**config.mk**
```make
export PLATFORM = sky130hd
export DESIGN_NAME = fifo_vc
export DESIGN_NICKNAME = d
export VERILOG_FILES = /design/src/rtl/fifo_vc.sv
export SDC_FILE = /design/constraint.sdc
export NUM_CORES = 1
export LEC_CHECK = 0
export ABC_AREA = 0
export CAP_MARGIN = 5
export CELL_PAD_IN_SITES_DETAIL_PLACEMENT = 0
export CELL_PAD_IN_SITES_GLOBAL_PLACEMENT = 1
export CORE_MARGIN = 2
export CORE_UTILIZATION = 53
export CTS_BUF_LIST = sky130_fd_sc_hd__clkbuf_8
export CTS_CLUSTER_DIAMETER = 120
export DETAILED_ROUTE_END_ITERATION = 12
export GPL_ROUTABILITY_DRIVEN = 0
export GPL_TIMING_DRIVEN = 0
export PLACE_DENSITY_LB_ADDON = 0.1
export SETUP_SLACK_MARGIN = 0.4
export SYNTH_ARGS = -nofsm -noshare
export SYNTH_HDL_FRONTEND = slang
export SYNTH_SLANG_ARGS = --single-unit
```
**constraint.sdc**
```tcl
create_clock -name clk -period 3 [get_ports clk]
set_clock_uncertainty 0.2 [all_clocks]
set_input_delay 0.9 -clock clk [delete_from_list [all_inputs] [get_ports clk]]
set_output_delay 0.9 -clock clk [all_outputs]
set_load 0.005 [all_outputs]
```
**src/rtl/fifo_vc.sv**
```systemverilog
// fifo_vc: single-clock FIFO for one virtual channel.
// Occupancy is tracked with a separate count. Status flags are decoded
// combinationally from the registered count. Read data is registered.
// FIFO_error is a sticky overflow/underflow indication for the control FSM.
module fifo_vc #(
  parameter int DATA_W = 6,
  parameter int DEPTH  = 16,
  parameter int ADDR_W = 4
) (
  input  logic              clk,
  input  logic              reset,
  input  logic              push,
  input  logic [DATA_W-1:0] data_in,
  input  logic              pop,
  input  logic [7:0]        umbrales_VCFC,
  output logic [DATA_W-1:0] data_out,
  output logic              valid_out,
  output logic              FIFO_empty,
  output logic              FIFO_full,
  output logic              almost_full,
  output logic              almost_empty,
  output logic              FIFO_error
);

  // Threshold compares are done at a width that can hold both the count and
  // a 4-bit threshold.
  localparam int CMP_W = ((ADDR_W + 1) > 4) ? (ADDR_W + 1) : 4;

  localparam logic [ADDR_W:0]   CNT_ZERO = (ADDR_W + 1)'(0);
  localparam logic [ADDR_W:0]   CNT_ONE  = (ADDR_W + 1)'(1);
  localparam logic [ADDR_W:0]   CNT_FULL = (ADDR_W + 1)'(DEPTH);
  localparam logic [ADDR_W-1:0] PTR_ONE  = ADDR_W'(1);
  localparam logic [3:0]        THR_OFF  = 4'd0;

  logic [DATA_W-1:0] mem_q [DEPTH];

  logic [ADDR_W-1:0] wr_ptr_q,   wr_ptr_d;
  logic [ADDR_W-1:0] rd_ptr_q,   rd_ptr_d;
  logic [ADDR_W:0]   count_q,    count_d;
  logic [DATA_W-1:0] data_out_q, data_out_d;
  logic              valid_q,    valid_d;
  logic              error_q,    error_d;

  logic              empty_s;
  logic              full_s;
  logic              push_acc;
  logic              pop_acc;
  logic [3:0]        af_thr;
  logic [3:0]        ae_thr;

  // Status flags decoded from the registered count against live thresholds.
  always_comb begin
    af_thr       = umbrales_VCFC[7:4];
    ae_thr       = umbrales_VCFC[3:0];
    empty_s      = (count_q == CNT_ZERO);
    full_s       = (count_q == CNT_FULL);
    almost_full  = (af_thr != THR_OFF) && (CMP_W'(count_q) >= CMP_W'(af_thr));
    almost_empty = (CMP_W'(count_q) <= CMP_W'(ae_thr));
  end

  // Accept logic: a pop needs data present.
  // A push needs room, or a pop accepted in the same cycle that frees one slot.
  always_comb begin
    pop_acc  = pop && !empty_s;
    push_acc = push && (!full_s || pop_acc);
  end

  // Next-state for pointers, count, read data and sticky error.
  always_comb begin
    wr_ptr_d   = wr_ptr_q;
    rd_ptr_d   = rd_ptr_q;
    count_d    = count_q;
    data_out_d = data_out_q;
    valid_d    = 1'b0;
    error_d    = error_q;

    if (push_acc) begin
      wr_ptr_d = wr_ptr_q + PTR_ONE;
    end else begin
      wr_ptr_d = wr_ptr_q;
    end

    if (pop_acc) begin
      rd_ptr_d   = rd_ptr_q + PTR_ONE;
      data_out_d = mem_q[rd_ptr_q];
      valid_d    = 1'b1;
    end else begin
      rd_ptr_d   = rd_ptr_q;
      data_out_d = data_out_q;
      valid_d    = 1'b0;
    end

    case ({push_acc, pop_acc})
      2'b10:   count_d = count_q + CNT_ONE;
      2'b01:   count_d = count_q - CNT_ONE;
      default: count_d = count_q;
    endcase

    // Overflow: push dropped. Underflow: pop requested on an empty FIFO.
    if ((push && !push_acc) || (pop && !pop_acc)) begin
      error_d = 1'b1;
    end else begin
      error_d = error_q;
    end
  end

  // Control and output registers, cleared asynchronously by reset.
  always_ff @(posedge clk or posedge reset) begin
    if (reset) begin
      wr_ptr_q   <= '0;
      rd_ptr_q   <= '0;
      count_q    <= '0;
      data_out_q <= '0;
      valid_q    <= 1'b0;
      error_q    <= 1'b0;
    end else begin
      wr_ptr_q   <= wr_ptr_d;
      rd_ptr_q   <= rd_ptr_d;
      count_q    <= count_d;
      data_out_q <= data_out_d;
      valid_q    <= valid_d;
      error_q    <= error_d;
    end
  end

  // Storage array. It has no reset because the count alone defines which
  // entries are valid.
  always_ff @(posedge clk) begin
    if (push_acc && !reset) begin
      mem_q[wr_ptr_q] <= data_in;
    end
  end

  assign data_out   = data_out_q;
  assign valid_out  = valid_q;
  assign FIFO_empty = empty_s;
  assign FIFO_full  = full_s;
  assign FIFO_error = error_q;

endmodule

```
=== After elaboration in Yosys (flattened, before gate mapping) ===
Memories as Yosys holds them, arrays and structs flattened. A register that Yosys moved wholly into a read port is not among the register bits.
Index checks and enable logic that the tools add are counted.

* Memory bits (writable): 96
* Output and inout port bits: 12
* Input port bits: 18
* Bits in latches: 0
* Register bits after elaboration: 15
* Memories kept: 1
* Memory bits (read-only): 0
* Word-level logic and storage cells: 35

{| class="wikitable"
|+ Memory list
! memory !! depth !! bits a word !! read ports !! clocked after memory_dff !! write ports !! RTL line !! source
|-
| mem_q || 16 || 6 || 1 || 1 || 1 || 35 || <nowiki>logic [DATA_W-1:0] mem_q [DEPTH];</nowiki>
|}

* Magnitude comparators: 2
* Bitwise operators: 0
* Multipliers: 0
* Equal/unequal tests: 3
* Shift operators: 0
* Reductions and logical operators: 16
* Add/subtract/negate cells: 4
* Divide/modulo/power cells: 0
* Muxes and demuxes: 4

{| class="wikitable"
|+ Operators by type and width
! cell !! number
|-
| $pmux W5 S2 || 1
|-
| $add A4 B1 Y4 const B || 2
|-
| $logic_and A1 B1 Y1 || 6
|-
| $add A5 B1 Y5 const B || 1
|-
| $eq A5 B5 Y1 const B || 1
|-
| $ge A5 B4 Y1 || 1
|-
| $le A5 B4 Y1 || 1
|-
| $logic_not A1 Y1 || 5
|-
| $logic_not A5 Y1 || 1
|-
| $sub A5 B1 Y5 const B || 1
|-
| $reduce_bool A4 Y1 || 1
|-
| $mux W1 || 3
|-
| $eq A2 B1 Y1 const B || 1
|-
| $eq A2 B2 Y1 const B || 1
|-
| $logic_or A1 B1 Y1 || 2
|-
| $reduce_bool A2 Y1 || 1
|}

=== Longest topological paths before layout ===
* Depth after elaboration: 8
* Mapped depth: 11
* Gate-level depth less buffers: 11

=== Least setup slack after synthesis ===
OpenSTA, ideal clock, no wires.

* Kind: input to output
* From: input port umbrales_VCFC[1]
* To: output port almost_empty
* Path slack: 0.084 ns
* Cell stages on the path: 7
* Required time: 1.900 ns
* Path buffers: 0
* Data arrival time: 1.816 ns
* Cells stage by stage: inv_1 ha_1 nor2b_1 o21a_1 o21ai_0 nand2b_1 a21oi_1

* Word-level cells in the longest chain between the ends: 1

{| class="wikitable"
|+ RTL lines
! element !! RTL line !! source
|-
| from (decl) || 15 || <nowiki>input logic [7:0] umbrales_VCFC,</nowiki>
|-
| $le A5 B4 Y1 || 58 || <nowiki>almost_empty = (CMP_W'(count_q) <= CMP_W'(ae_thr));</nowiki>
|-
| to (decl) || 21 || <nowiki>output logic almost_empty,</nowiki>
|}

No other way between the ends.

=== Final worst setup path ===
Same ends and word-level chain as after synthesis.

==> summary.md <==
| Metric | Value |
|---|---|
| Netlist cell types | `42` |
| Met3 wire length | `580 um` |
| CP startpoint | `umbrales_VCFC[1]` |
| LEAKAGE | `2.20 nW` |
| Met1 wire length | `4530 um` |
| Area share of fa/ha/maj cells after synthesis | `4.37%` |
| Maximum buffer depth of the clock tree | `2` |
| Post-Synthesis Cell Area | `0.00504 sq mm` |
| Routed vias/inst | `5.57` |
| Worst endpoint required time | `1.90 ns` |
| Main combinational cell family by area after synthesis | `multiplexers` |
| Yosys warnings | `0` |
| Slew HR | `53.1%` |
| Clock Sinks | `117` |
| Minimum clock period | `3.01 ns` |
| Layout Nets | `393` |
| Initial antenna violation count | `0` |
| Failing checks | `setup timing` |
| Cts bufs inserted | `17` |
| RSZ-0062 raised after global routing | `true` |
| Maximum VDD drop | `649 uV` |
| Top cells by area in the synthesized netlist | `edfxtp_1 (57%), mux4_2 (11%), dfrtp_1 (10%), ha_1 (4.0%), xnor2_1 (1.6%)` |
| Starting Density | `54.6%` |
| Overflow after GRT | `0` |
| Port bufs | `29` |
| Min-delay src | `FIFO_error` |
| Complex-gate fraction of the synthesized area | `4.29%` |
| Top routing layer used | `met4` |
| R2r setup slk | `0.29 ns` |
| Final Max Tran Viols | `0` |
| Placed cell count | `452` |
| Final Hold Fails | `0` |
| Row Count | `35` |
| Wirelength per Cell | `20.2 um` |
| Post-synth EDFFs | `96` |
| Die Footprint | `0.0103 sq mm` |
| Critical path's slowest cell | `ha_4` |
| Vias in the first global route | `2784` |
| ANT nets after route | `0` |
| Pre-antenna DRT Iters | `4` |
| Setup crit end kind | `primary output` |
| First-pass GRT wire length | `15500 um` |
| Largest net degree at the start of global routing | `17` |
| Crit Path Max Fanout | `2` |
| Die Ht | `102 um` |
| Top_reg_cell synth | `edfxtp_1` |
| Reg-to-Reg Start | `count_q[0]` |
| CP arrival | `1.91 ns` |
| Global-route usage over all layers | `21.3%` |
| Met2 WL | `4870 um` |
| Final count of negative-setup-slack endpoints | `1` |
| Seq/Total Area, Yosys | `67.6%` |
| Fin worst setup slack | `-0.00554 ns` |
| Synthesized Nets | `329` |
| Fin Hold WS | `0.263 ns` |
| Simple-gate share of the synthesized area | `6.97%` |
| Ant. Diodes | `0` |
| Die X | `102 um` |
| Drc violations | `0` |
| Worst-Skew Late Latency | `0.42 ns` |
| # IOs | `30` |
| DRT iter0 DRCs | `189` |
| CTS tree | `done` |
| Yosys top cell area share | `57.1%` |
| Fmax | `333 MHz` |
| DPL Wire Length | `6520 um` |
| Fillers | `628` |
| Ratio of final minimum period to clock period | `100%` |
| Via Count | `2787` |
| Non-Filler Instances | `500` |
| Outcome | `complete, but fails checks` |
| Kind of critical path | `input port to primary output` |
| CTS H-tree lvls | `4` |
| Worst-Margin Slew | `0.702 ns` |
| Ys async rst share | `17.9%` |
| Largest area contributor in the netlist | `edfxtp_1` |
| Clock transition at the registers of the reported paths | `0.08 ns` |
| Yosys reg bits | `117` |
| Syn-to-layout area delta | `24.2%` |
| Total core area | `0.00924 sq mm` |
| Final setup TNS | `-0.00554 ns` |
| WL final | `10100 um` |
| Pwr dens | `899 mW/mm^2` |
| HP Class | `flip-flop to flip-flop` |
| Startpoint Class | `input port` |
| Mean Syn Cell Area | `17.2 sq um` |
| Syn Inst Count | `294` |
| Max Cap Viol | `0` |
| CTS root buf | `clkbuf_8` |
| Crit-path max cell delay | `0.18 ns` |
| Area share of xor/xnor cells in the synthesized design | `1.56%` |
| Layout cells sized above 1 | `38.3%` |
| Mux cell area share after synthesis | `12.9%` |
| Worst-path cell chain | `buf_8, inv_8, ha_4, nor2b_1, o21a_1, o21ai_1, nand2b_1, a21oi_2, buf_2` |
report_power, final:
part / switching (mW) / leakage, nW / total [mW] / internal, mW
clock: 0.658 / 0.206 / 1.49 / 0.827
sequential: 0.171 / 1.11 / 2.15 / 1.98
combinational: 0.961 / 0.880 / 2.00 / 1.04
total: 1.79 / 2.20 / 5.63 / 3.84
layout by cell type (no fill, tap or decap), types with 2 or more instances in the layout:
master,count
o21a_1,3
buf_4,14
mux2i_1,7
o221ai_1,5
clkdlybuf4s50_1,15
a21oi_4,2
dfrtp_2,3
inv_6,4
edfxtp_1,96
clkinvlp_4,3
nor2b_1,9
nand4_1,2
o211ai_1,2
dfrtp_1,18
inv_2,7
nand2_1,16
o21ai_1,2
inv_1,6
ha_1,6
a21oi_2,2
a21oi_1,6
buf_2,11
nor2_4,9
nand2b_4,2
mux2_4,2
xnor2_1,9
buf_6,5
clkinv_4,4
bufinv_16,3
ha_4,9
nand2b_1,2
o21ai_0,2
mux4_2,24
clkdlybuf4s15_2,2
clkbuf_8,17
nand2_4,2
dlygate4sd2_1,3
nor2_1,11
buf_8,2
sequential cells by signal (all words and copies together), names as in the netlist:
register / flops
FIFO_error: 1
count_q: 5
data_out: 6
mem_q: 96
rd_ptr_q: 4
valid_out: 1
wr_ptr_q: 4
synthesized netlist by cell type, drive strengths merged (2+ instances only):
cell type,number
nand2b,4
xnor2,9
nand3,2
nor4,2
ha,16
nand4,3
edfxtp,96
inv,14
o21ai,5
nor2b,10
mux2i,7
a21o,2
dfrtp,21
o211ai,2
mux2,3
buf,9
nor2,20
o21a,3
mux4,24
o221ai,5
a21oi,10
nand2,18
path summary, 6_finish.rpt:
path / end / depth (start not counted)
setup / recovery: almost_empty / 9
hold / removal: FIFO_error / 1
setup reg to reg: count_q[4] / 14
hold reg to reg: FIFO_error / 1
max in group asynchronous: wr_ptr_q[2] / 2
min in group asynchronous: data_out[0] / 2
final cells by class:
type | count | area [sq um] | share of cell area [%]
plain buffers | 9 | 56.3 | 0.899
inverters | 15 | 72.6 | 1.16
repair buffers | 44 | 399 | 6.37
flip-flops and latches | 117 | 3410 | 54.5
clock buffers | 17 | 234 | 3.74
well taps | 129 | 161 | 2.58
clock inverters | 15 | 179 | 2.86
multi-input cells | 153 | 1740 | 27.8
repair inverters | 1 | 5.00 | 0.0799
cells by family (layout without fill, tap and decap cells):
family          count (synthesis)  count (layout)
xor+xnor                        9               9
mux                            34              34
flops                         117             117
simple gates                   63              63
buf+inv                        24             101
fa+ha+maj                      17              17
compound gates                 30              30
critical path, delay by kind of cell:
family | cells | cell delay, ns
and+or+nand+nor | 2 | 0.19
AOI/OAI and AO/OA | 3 | 0.37
adders and majority gates | 1 | 0.18
buffers and inverters | 3 | 0.26
through the flow:
stage                     setup WS [ns]  utilization (%)  instance area, sq um  power [mW]
after floorplan                   0.179                -                  5110        3.39
after global placement           -0.939             60.2                  5560        3.91
after detailed placement         -0.936             60.2                  5560        3.94
after CTS                       -0.0135             66.8                  6170        5.57
after global routing             -0.102             67.8                  6260        5.93
final                          -0.00554             67.8                  6260        5.63
metal layers:
layer	track usage, %	vias to the layer above
li1	-	1272
met3	5.24	12
met1	30.0	1423
met2	33.5	80
met5	0	-
met4	6.03	0
timing repair:
item | in CTS | in global routing
setup endpoints to repair | 103 | 30
setup buffers | 14 | 1
resized for setup | 75 | 17
gates cloned | 1 | 0
hold buffers | 0 | 0
pin swaps | 17 | 10
(Power assumes the default switching activity.)
